`config.mk`:
```
export PLATFORM = sky130hd
export DESIGN_NAME = moore_seq_detector
export DESIGN_NICKNAME = d
export VERILOG_FILES = /design/src/rtl/moore_seq_detector.sv
export SDC_FILE = /design/constraint.sdc
export NUM_CORES = 1
export LEC_CHECK = 0
export BUFFER_PORTS_ARGS = -buffer_cell sky130_fd_sc_hd__buf_2
export CORE_MARGIN = 1
export CORE_UTILIZATION = 51
export DETAILED_ROUTE_END_ITERATION = 7
export GPL_ROUTABILITY_DRIVEN = 0
export GPL_TIMING_DRIVEN = 0
export PLACE_DENSITY = 0.77
export SKIP_CTS_REPAIR_TIMING = 1
export SYNTH_ARGS = -nofsm -noshare
export SYNTH_HDL_FRONTEND = slang
export SYNTH_SLANG_ARGS = --single-unit
```
`constraint.sdc`:
```
create_clock -name clk -period 2.5 [get_ports clk]
set_clock_uncertainty 0.15 [all_clocks]
set_input_delay 0.125 -clock clk [delete_from_list [all_inputs] [get_ports clk]]
set_output_delay 0.125 -clock clk [all_outputs]
set_load 0.05 [all_outputs]
```
`src/rtl/moore_seq_detector.sv`:
```
// ---------------------------------------------------------------------------
// moore_seq_detector
//
// Moore-style serial sequence detector. It watches a gated serial bit stream
// for a run-time programmable pattern of PAT_LEN bits. It supports
// overlapping and non-overlapping match modes. The output depends only on
// the current state.
//
// Parameters
//   PAT_LEN   : pattern length in bits (2..16)
//   CNT_W     : match counter width (1..32)
//
// Ports
//   clk       : clock, rising-edge active
//   reset     : asynchronous, active-low reset
//   pat_load  : capture 'pattern' and restart detection (highest priority)
//   pattern   : target sequence; bit PAT_LEN-1 is the oldest bit expected
//   bin_valid : qualifies 'bin'
//   bin       : serial data input
//   overlap   : 1 = overlapping matches, 0 = non-overlapping
//   bout      : high exactly while in S_MATCH
//   hit_count : saturating count of matches since the last load
//
// Configuration macro: MOORE_SEQ_DET_COUNT_EN
//   defined   -> saturating match counter is built
//   undefined -> no counter register, hit_count tied to 0
// ---------------------------------------------------------------------------
module moore_seq_detector #(
  parameter int PAT_LEN = 4,
  parameter int CNT_W   = 8
) (
  input  logic               clk,
  input  logic               reset,
  input  logic               pat_load,
  input  logic [PAT_LEN-1:0] pattern,
  input  logic               bin_valid,
  input  logic               bin,
  input  logic               overlap,
  output logic               bout,
  output logic [CNT_W-1:0]   hit_count
);

  localparam logic [1:0] S_IDLE  = 2'd0;
  localparam logic [1:0] S_FILL  = 2'd1;
  localparam logic [1:0] S_HUNT  = 2'd2;
  localparam logic [1:0] S_MATCH = 2'd3;

  // Fill counter must be able to hold the value PAT_LEN itself.
  localparam int FILL_W = $clog2(PAT_LEN + 1);
  localparam logic [FILL_W-1:0] FILL_FULL = FILL_W'(PAT_LEN);

  logic [1:0]         r_state;
  logic [PAT_LEN-1:0] r_pat;
  logic [PAT_LEN-1:0] r_hist;
  logic [FILL_W-1:0]  r_fill;

  logic [1:0]         w_stateNext;
  logic [PAT_LEN-1:0] w_histNext;
  logic [FILL_W-1:0]  w_fillNext;
  logic [PAT_LEN-1:0] w_histShift;
  logic [FILL_W-1:0]  w_fillInc;
  logic               w_hit;

  assign w_histShift = {r_hist[PAT_LEN-2:0], bin};
  assign w_fillInc   = r_fill + FILL_W'(1);
  assign w_hit       = (w_histShift == r_pat);

  // Next-state and datapath decode. pat_load overrides every state, and a
  // non-overlapping exit from S_MATCH discards the matched bits so they can
  // never be part of the next match.
  always_comb begin
    w_stateNext = r_state;
    w_histNext  = r_hist;
    w_fillNext  = r_fill;
    if (pat_load) begin
      w_stateNext = S_FILL;
      w_histNext  = '0;
      w_fillNext  = '0;
    end else begin
      case (r_state)
        S_IDLE: begin
          w_stateNext = S_IDLE;
        end
        S_FILL: begin
          if (bin_valid) begin
            w_histNext = w_histShift;
            w_fillNext = w_fillInc;
            if (w_fillInc == FILL_FULL) begin
              w_stateNext = w_hit ? S_MATCH : S_HUNT;
            end
          end
        end
        S_HUNT: begin
          if (bin_valid) begin
            w_histNext = w_histShift;
            if (w_hit) begin
              w_stateNext = S_MATCH;
            end
          end
        end
        S_MATCH: begin
          if (overlap) begin
            if (bin_valid) begin
              w_histNext  = w_histShift;
              w_stateNext = w_hit ? S_MATCH : S_HUNT;
            end else begin
              w_stateNext = S_HUNT;
            end
          end else begin
            w_stateNext = S_FILL;
            if (bin_valid) begin
              w_histNext = {{(PAT_LEN-1){1'b0}}, bin};
              w_fillNext = FILL_W'(1);
            end else begin
              w_histNext = '0;
              w_fillNext = '0;
            end
          end
        end
        default: begin
          w_stateNext = S_IDLE;
        end
      endcase
    end
  end

  // State, pattern, history and fill registers.
  always_ff @(posedge clk or negedge reset) begin
    if (!reset) begin
      r_state <= S_IDLE;
      r_pat   <= '0;
      r_hist  <= '0;
      r_fill  <= '0;
    end else begin
      r_state <= w_stateNext;
      r_hist  <= w_histNext;
      r_fill  <= w_fillNext;
      if (pat_load) begin
        r_pat <= pattern;
      end
    end
  end

  assign bout = (r_state == S_MATCH);

`ifdef MOORE_SEQ_DET_COUNT_EN
  logic [CNT_W-1:0] r_hitCount;
  logic             w_matchEvt;

  // Entering or staying in S_MATCH only ever happens on a hit, and pat_load
  // always forces S_FILL, so landing in S_MATCH is exactly one match.
  assign w_matchEvt = (w_stateNext == S_MATCH);

  // Saturating match counter, cleared by every pattern load.
  always_ff @(posedge clk or negedge reset) begin
    if (!reset) begin
      r_hitCount <= '0;
    end else if (pat_load) begin
      r_hitCount <= '0;
    end else if (w_matchEvt && (r_hitCount != {CNT_W{1'b1}})) begin
      r_hitCount <= r_hitCount + CNT_W'(1);
    end
  end

  assign hit_count = r_hitCount;
`else
  assign hit_count = '0;
`endif

endmodule

```
==> results.yml, run 1 <==
synthesis:
  synthAdderAreaFrac_pct: 9.45
  yosys.area_share.simple_pct: 10.9
  ys_seq_area_share_pct: 37.8
  synth_xor_area_share_pct: 5.51
  avgSynthCellArea_sq_um: 10.2
  synth-compound-area-share_pct: 12.1
  ys_warn_count: 0
  ys_seq_elements: 12
  synth_top_family_by_area: "multiplexers"
  synth.area.mux_share_pct: 13.4
  yosysUniqueCellTypes: 29
  netlist_area_sq_um: 795
  syn_inst: 78
final_layout:
  fin_cells: 119
  diodes: 0
  drive_gt1_share_pct: 26.9
  areaGrowthSynthToFinish_pct: 22.8
  nets: 121
die:
  die_x_microns: 41.5
  pin_count: 19
  die_h_microns: 41.5
  die_area_sq_mm: 0.00172
  start_util_pct: 58.2
  placementRows: 13
  design.core.area_sq_mm: 0.00137
timing:
  hold_viol_final: 0
  setup_violations: 0
  period_share_pct: 81.5
  clock.fmax_mhz: 491
  period_needed_ns: 2.04
  maxSlewViolCount: 0
  fin_setup_tns_ns: 0
  rsz0062_at_grt: "false"
  postLayoutSetupSlackWorst_ns: 0.462
setup_path:
  crit_path_start_kind: "flip-flop"
  endpoint_kind: "flip-flop"
  crit_arrival_ns: 2.09
  cp_max_fo: 5
  slowest_stage: "or4b_1"
  required_ns: 2.55
  timing.rr.start: "r_state[1]$_DFFE_PN0P_"
  rr_endpoint: "r_fill[2]$_DFFE_PN0P_"
  reg2reg_slack_ns: 0.46
  rr_worst_depth: 5
  worstSetupPathType: "reg2reg"
  max_stage_delay_ns: 0.49
  crit_chain: "inv_1 -> ha_1 -> a221o_1 -> or4b_1 -> a31oi_1"
  crit_start: "r_state[1]$_DFFE_PN0P_"
  cp-endpoint: "r_fill[2]$_DFFE_PN0P_"
power:
  power.switching_uw: 339
  p_sw_share_pct: 40.1
  comb_power_share_pct: 48.3
  p_per_area_mw_per_mm2: 865
  seqPwrFrac_pct: 33.4
  leakage_uw: 0.000492
  vdd_drop_max_mv: 0.458
  internal_power_uw: 506
  clkPwrFrac_pct: 18.3
job:
  cap_violations: 0
clock_tree:
  cts-htree-levels: 1
  clkSinkCount: 12
  clock_path_buffers: 2
  cts_tree: "yes"
  insertion_delay_ns: 0.28
  cts_made_buffers: 3
  clk_pin_slew_worst_paths_ns: 0.07
  ctsRootBufferMaster: "clkbuf_4"
drt:
  dr.pass1.iters: 4
  drt_first_iter_violations: 14
  drc: 0
  routed_wl_mm: 1.54
  vias_per_cell: 5.31
  wl_per_cell_microns: 13.0
  final_antenna_net_count: 0
  vias: 632
status:
  status: "completed"
min_path:
  min_from: "pat_load"
  hold_path.class: "in2reg"
global_routing:
  grt-ovfl-total: 0
  grt_max_degree: 13
  track_usage_pct: 17.9
  grt_pass1_vias: 571
  grt_pass1_wl_mm: 2.33
  grt_antenna_before_repair: 0
placement:
  pre_cts_ws_ns: 0.480
  port_buffers: 10
  dp_cells: 110
  hpwl_mm: 1.14
==> routing by layer <==
| metal | wire length, microns | vias to the layer above | track usage (%) |
|---|---|---|---|
| met3 | 84 | 5 | 3.91 |
| met2 | 762 | 22 | 30.3 |
| met1 | 656 | 290 | 20.1 |
| met5 | 0 | - | 0 |
| li1 | - | 315 | - |
| met4 | 38 | 0 | 11.6 |
==> cells in the final DEF, fill, tap and decap left out, types with 2 or more instances in the layout <==
cell           synthesis  layout
a21oi_1                2       2
a221o_1                2       2
buf_2                  0      10
buf_4                  8       8
clkbuf_1               2       2
clkbuf_4               0       3
conb_1                 1       8
dfrtp_1               12      12
dlygate4sd3_1          0       5
ha_1                   6       6
inv_1                  3       3
mux2_2                 5       5
mux2i_1                5       5
nand2_1                3       3
nor2_1                 4       4
nor2b_1                2       2
nor3_1                 4       4
o21ai_0                2       2
xnor2_1                4       4
==> synth_stat cells <==
master / n / area (sq um)
a21oi_1: 2 / 10.0
nor2b_1: 2 / 12.5
nand2_1: 3 / 11.3
ha_1: 6 / 75.1
dfrtp_1: 12 / 300
clkbuf_1: 2 / 7.51
buf_4: 8 / 60.1
o21bai_1: 1 / 7.51
xnor2_1: 4 / 35.0
inv_2: 1 / 3.75
or4b_1: 1 / 10.0
a211oi_1: 1 / 7.51
inv_1: 3 / 11.3
a311oi_1: 1 / 8.76
o31ai_1: 1 / 7.51
nor2_1: 4 / 15.0
xor2_1: 1 / 8.76
o311ai_0: 1 / 8.76
o21ai_0: 2 / 10.0
nor3_1: 4 / 20.0
a221o_1: 2 / 20.0
nand3_1: 1 / 5.00
conb_1: 1 / 3.75
nand2b_1: 1 / 6.26
nand4_1: 1 / 6.26
a31oi_1: 1 / 6.26
a32o_1: 1 / 10.0
mux2_2: 5 / 56.3
mux2i_1: 5 / 50.1
==> worst min path at each step <==
| stage | endpoint | slack (ns) | depth (start not counted) |
|---|---|---|---|
| finish | r_pat[0]$_DFFE_PN0P_ | 0.02 | 2 |
| global route | r_hist[0]$_DFFE_PN0P_ | 0.02 | 3 |
| floorplan | r_fill[0]$_DFFE_PN0P_ | -0.32 | 0 |
| global placement | r_fill[2]$_DFFE_PN0P_ | -0.13 | 1 |
| CTS | r_fill[2]$_DFFE_PN0P_ | -0.43 | 1 |
| detailed placement | r_fill[2]$_DFFE_PN0P_ | -0.13 | 1 |
==> critical path: cells and delay by family, from the launching register on <==
| kind | cells | cell delay (ns) |
|---|---|---|
| AOI/OAI and AO/OA | 2 | 0.56 |
| adders and majority gates | 1 | 0.24 |
| buffers and inverters | 1 | 0.10 |
| DFF | 1 | 0.42 |
| and+or+nand+nor | 1 | 0.49 |
==> through the flow <==
step,util [%],hold WS (ns),power [uW],area (sq um)
floorplan,-,-0.321,606,821
global placement,65.1,-0.131,667,890
detailed placement,65.1,-0.129,687,890
CTS,67.8,-0.431,845,926
global route,71.4,0.0231,904,976
finish,71.4,0.0230,844,976
==> final cells by class <==
class	count	area, sq um
Clock buffer	4	36.3
Buffer	10	67.6
Tap cell	15	18.8
Fill cell	117	390
Sequential cell	12	300
Inverter	4	15.0
Timing Repair Buffer	15	100
Multi-Input combinational cell	59	438
==> power groups by stage <==
stage / registers [uW] / clock network, uW / logic [uW]
3_3_place_gp: 283 / 0 / 383
2_1_floorplan: 276 / 0 / 330
4_1_cts: 282 / 160 / 404
5_1_grt: 290 / 166 / 449
3_5_place_dp: 286 / 0 / 401
6_report: 282 / 154 / 408
==> kinds of logic (layout without fill, tap and decap cells) <==
logic type               count (synthesis)  after routing
AND/OR/NAND/NOR                         17             17
buffers and inverters                   14             33
AO/OA/AOI/OAI                           13             13
flip-flops                              12             12
multiplexers                            10             10
adder cells (fa/ha/maj)                  6              6
XOR/XNOR                                 5              5
other                                    1              8
==> flip-flops by register name, summed over array words and instances (netlist names) <==
name     cells
r_pat        4
r_fill       3
r_hist       3
r_state      2
Power figures use the tool's default switching activity.
==> run 2: changes to the inputs <==
Settings changed: CORE_UTILIZATION 51 to 46, PLACE_DENSITY 0.77 to 0.73.
Clock period 2.5 ns to 1.75 ns, I/O delays scaled along.
==> results.yml, run 2 (synthesized netlist as in run 1, its figures left out) <==
global_routing:
  grt-ovfl-total: 0
  grt_pass1_vias: 602
  grt_max_degree: 13
  grt_antenna_before_repair: 0
  grt_pass1_wl_mm: 2.58
  track_usage_pct: 18.6
drt:
  wl_per_cell_microns: 14.6
  drt_first_iter_violations: 11
  final_antenna_net_count: 0
  met2_length_microns: 976
  dr.pass1.iters: 6
  wl_met3_microns: 79
  routed.top_layer: "met4"
  wl_met1_microns: 773
  drc: 3
  vias: 662
  routed_wl_mm: 1.87
  vias_per_cell: 5.17
job:
  cap_violations: 0
status:
  violations: "DRC, setup timing"
  status: "finished with violations"
clock_tree:
  insertion_delay_ns: 0.27
  cts_tree: "yes"
  clock_path_buffers: 2
  clk_pin_slew_worst_paths_ns: 0.08
  clkSinkCount: 12
  cts_made_buffers: 3
  cts-htree-levels: 1
  ctsRootBufferMaster: "clkbuf_4"
placement:
  pre_cts_ws_ns: -0.264
  dp_cells: 111
  hpwl_mm: 1.13
  port_buffers: 10
final_layout:
  fin_cells: 128
  drive_gt1_share_pct: 47.3
  regMostFlops: "r_pat"
  areaGrowthSynthToFinish_pct: 42.8
  diodes: 0
  largest_register_ffs: 4
  largestRegisters: "r_pat (4), r_fill (3), r_hist (3)"
  final_cell_mix: "buf_4, buf_2, dfrtp_1"
  nets: 129
  final_common_cell: "buf_4"
timing:
  clock.fmax_mhz: 506
  slew_headroom_pct: 65.1
  rsz0062_at_grt: "true"
  whs_ns: 0.000873
  postLayoutSetupSlackWorst_ns: -0.225
  fin_setup_tns_ns: -0.442
  hold_viol_final: 0
  tightest_slew_ns: 0.523
  maxSlewViolCount: 0
  period_share_pct: 113
  setup_violations: 3
  period_needed_ns: 1.97
die:
  start_util_pct: 51.0
  die_area_sq_mm: 0.00190
  design.core.area_sq_mm: 0.00156
  die_h_microns: 43.6
  die_x_microns: 43.6
  placementRows: 14
  pin_count: 19
setup_path:
  cp_max_fo: 4
  crit_path_start_kind: "flip-flop"
  required_ns: 1.78
  endpoint_kind: "flip-flop"
  worstSetupPathType: "reg2reg"
  crit_arrival_ns: 2.01
power:
  p_sw_share_pct: 39.8
  leakage_uw: 0.000538
  power.switching_uw: 630
  p_total_uw: 1580
  comb_power_share_pct: 58.7
  p_per_area_mw_per_mm2: 1390
  clkPwrFrac_pct: 14.3
  vdd_drop_max_mv: 0.770
  seqPwrFrac_pct: 27.0
  internal_power_uw: 951
min_path:
  hold_path.class: "in2reg"
==> run 2: layout make-up <==
type                            count  area (sq um)
Multi-Input combinational cell     59           532
Inverter                            4          15.0
Timing Repair Buffer               23           160
Buffer                             10          68.8
Clock buffer                        4          36.3
Fill cell                         110           424
Sequential cell                    12           303
Tap cell                           16          20.0
==> run 2: power groups by stage <==
stage	registers (uW)	logic [uW]	clock network [uW]
3_5_place_dp	420	591	0
4_1_cts	415	592	233
2_1_floorplan	405	499	0
5_1_grt	434	998	244
3_3_place_gp	417	570	0
6_report	426	928	226
==> run 2: worst paths after layout <==
check	slack (ns)	endpoint	cells past startpoint	from
max	-0.22	r_fill[2]$_DFFE_PN0P_	4	r_state[0]$_DFFE_PN0P_
min	0.0009	r_hist[0]$_DFFE_PN0P_	3	bin_valid
max reg2reg	-0.22	r_fill[2]$_DFFE_PN0P_	4	r_state[0]$_DFFE_PN0P_
min reg2reg	0.38	r_pat[3]$_DFFE_PN0P_	1	r_pat[3]$_DFFE_PN0P_
max in group asynchronous	1.13	r_state[0]$_DFFE_PN0P_	2	reset
min in group asynchronous	0.07	r_state[1]$_DFFE_PN0P_	2	reset
==> run 2: stage by stage <==
stage	utilization [%]	area [sq um]
3_3_place_gp	58.4	911
4_1_cts	60.8	947
5_1_grt	72.8	1130
3_5_place_dp	58.4	911
6_report	72.8	1130
2_1_floorplan	-	841
==> run 2: routing by layer <==
layer	track usage [%]	vias up
li1	-	329
met1	23.3	301
met2	31.0	26
met3	4.17	6
met4	7.50	0
met5	0	-
==> run 2: worst max-delay path, stage by stage, from the launching register on <==
cell and delay [ns]:
dfrtp_2 0.47, ha_4 0.20, a221o_1 0.37, or4b_1 0.50, a31oi_1 0.19
==> run 3: changes to the inputs <==
--- a/constraint.sdc
+++ b/constraint.sdc
@@ -4,2 +4,2 @@
 set_output_delay 0.0875 -clock clk [all_outputs]
-set_load 0.05 [all_outputs]
+set_load 0.005 [all_outputs]
==> results.yml, run 3 (synthesized netlist as in run 1, its figures left out) <==
setup_path:
  max_stage_delay_ns: 0.49
  worstSetupPathType: "reg2reg"
  crit_path_start_kind: "flip-flop"
  reg2reg_slack_ns: -0.15
  rr_worst_depth: 4
  cp_max_fo: 4
  slowest_stage: "or4b_1"
  timing.rr.start: "r_state[0]$_DFFE_PN0P_"
  path_buf_inv: 0
  crit_arrival_ns: 1.94
  path_delay_family: "compound AO/OA/AOI/OAI gates"
  rr_endpoint: "r_fill[2]$_DFFE_PN0P_"
  crit_chain: "ha_2 -> a221o_1 -> or4b_1 -> a31oi_1"
  required_ns: 1.79
  endpoint_kind: "flip-flop"
die:
  pin_count: 19
  die_area_sq_mm: 0.00190
  start_util_pct: 51.0
  design.core.area_sq_mm: 0.00156
  die_h_microns: 43.6
  die_x_microns: 43.6
  placementRows: 14
drt:
  routed_wl_mm: 1.65
  drc: 6
  drt_first_iter_violations: 7
  vias: 635
  vias_per_cell: 5.16
  wl_per_cell_microns: 13.4
  final_antenna_net_count: 0
  dr.pass1.iters: 6
power:
  comb_power_share_pct: 53.5
  power.switching_uw: 496
  vdd_drop_max_mv: 0.731
  p_sw_share_pct: 38.8
  clkPwrFrac_pct: 13.2
  p_per_area_mw_per_mm2: 1210
  internal_power_uw: 782
  seqPwrFrac_pct: 33.4
  leakage_uw: 0.000503
final_layout:
  largest_register_ffs: 4
  nets: 125
  final_area_sq_mm: 0.00106
  areaGrowthSynthToFinish_pct: 33.1
  final_cell_mix: "buf_4, buf_2, dfrtp_1"
  largestRegisters: "r_pat (4), r_fill (3), r_hist (3)"
  drive_gt1_share_pct: 41.1
  regMostFlops: "r_pat"
  final_common_cell: "buf_4"
  diodes: 0
  fin_cells: 123
global_routing:
  grt_pass1_vias: 563
  grt_max_degree: 13
  grt-ovfl-total: 0
  grt_pass1_wl_mm: 2.37
  grt_antenna_before_repair: 0
  track_usage_pct: 17.5
clock_tree:
  clk_pin_slew_worst_paths_ns: 0.07
  clock_path_buffers: 2
  cts_made_buffers: 3
  cts-htree-levels: 1
  clkSinkCount: 12
  cts_tree: "yes"
  ctsRootBufferMaster: "clkbuf_4"
  insertion_delay_ns: 0.27
placement:
  dp_cells: 111
  port_buffers: 10
  placed_area_sq_um: 906
  hpwl_mm: 1.07
timing:
  setup_violations: 2
  period_share_pct: 109
  maxSlewViolCount: 0
  postLayoutSetupSlackWorst_ns: -0.150
  rsz0062_at_grt: "true"
  period_needed_ns: 1.90
  clock.fmax_mhz: 526
  hold_viol_final: 0
job:
  cap_violations: 0
min_path:
  hold_path.class: "in2reg"
  whs_path_depth: 3
  min_from: "bin_valid"
  holdPathEnd: "r_hist[0]$_DFFE_PN0P_"
status:
  status: "finished with violations"
  violations: "DRC, setup timing"
==> run 3: area by class of cell <==
class,count,area [sq um]
repair buffers,19,130
clock buffers,3,22.5
well taps,16,20.0
inverters,4,15.0
plain buffers,10,68.8
fillers,131,502
flip-flops and latches,12,303
multi-input cells,59,498
==> run 3: stage by stage <==
stage               util (%)  setup slack (ns)  power, uW  hold WS, ns  setup TNS (ns)
floorplan                  -           -0.0533        827       -0.358         -0.0918
global placement        58.1            -0.149        926       -0.165          -0.470
detailed placement      58.1            -0.174        937       -0.167          -0.596
CTS                     59.6            -0.194       1110       -0.463          -0.694
global route            67.8            -0.179       1370       0.0369          -0.342
finish                  67.8            -0.150       1280     0.000156          -0.226
==> run 3: how the worst max path moves through the flow <==
stage	slack [ns]	to	depth (start not counted)	start
finish	-0.15	r_fill[2]$_DFFE_PN0P_	4	r_state[0]$_DFFE_PN0P_
global route	-0.18	r_fill[2]$_DFFE_PN0P_	4	r_state[0]$_DFFE_PN0P_
CTS	-0.19	r_state[0]$_DFFE_PN0P_	6	r_state[0]$_DFFE_PN0P_
detailed placement	-0.17	r_state[0]$_DFFE_PN0P_	6	r_state[0]$_DFFE_PN0P_
global placement	-0.15	r_state[0]$_DFFE_PN0P_	5	r_fill[0]$_DFFE_PN0P_
floorplan	-0.05	r_fill[2]$_DFFE_PN0P_	4	r_state[1]$_DFFE_PN0P_
==> run 3: routing by layer <==
metal | wire length, microns | track usage [%] | vias up
met4 | 16 | 7.50 | 0
met5 | 0 | 0 | -
met3 | 81 | 4.17 | 2
li1 | - | - | 319
met1 | 782 | 23.6 | 293
met2 | 774 | 26.9 | 21
==> run 3: power by group through the flow <==
stage / sequential (uW) / clock (uW) / combinational (uW)
floorplan: 403 / 0 / 424
global placement: 414 / 0 / 512
detailed placement: 418 / 0 / 519
CTS: 412 / 175 / 525
global route: 433 / 182 / 751
finish: 427 / 168 / 683
==> run 3: tightest hold or removal path: cells and delay by family <==
kind                   cells  cell delay, ns
buffers and inverters      2            0.22
AOI/OAI and AO/OA          1            0.06
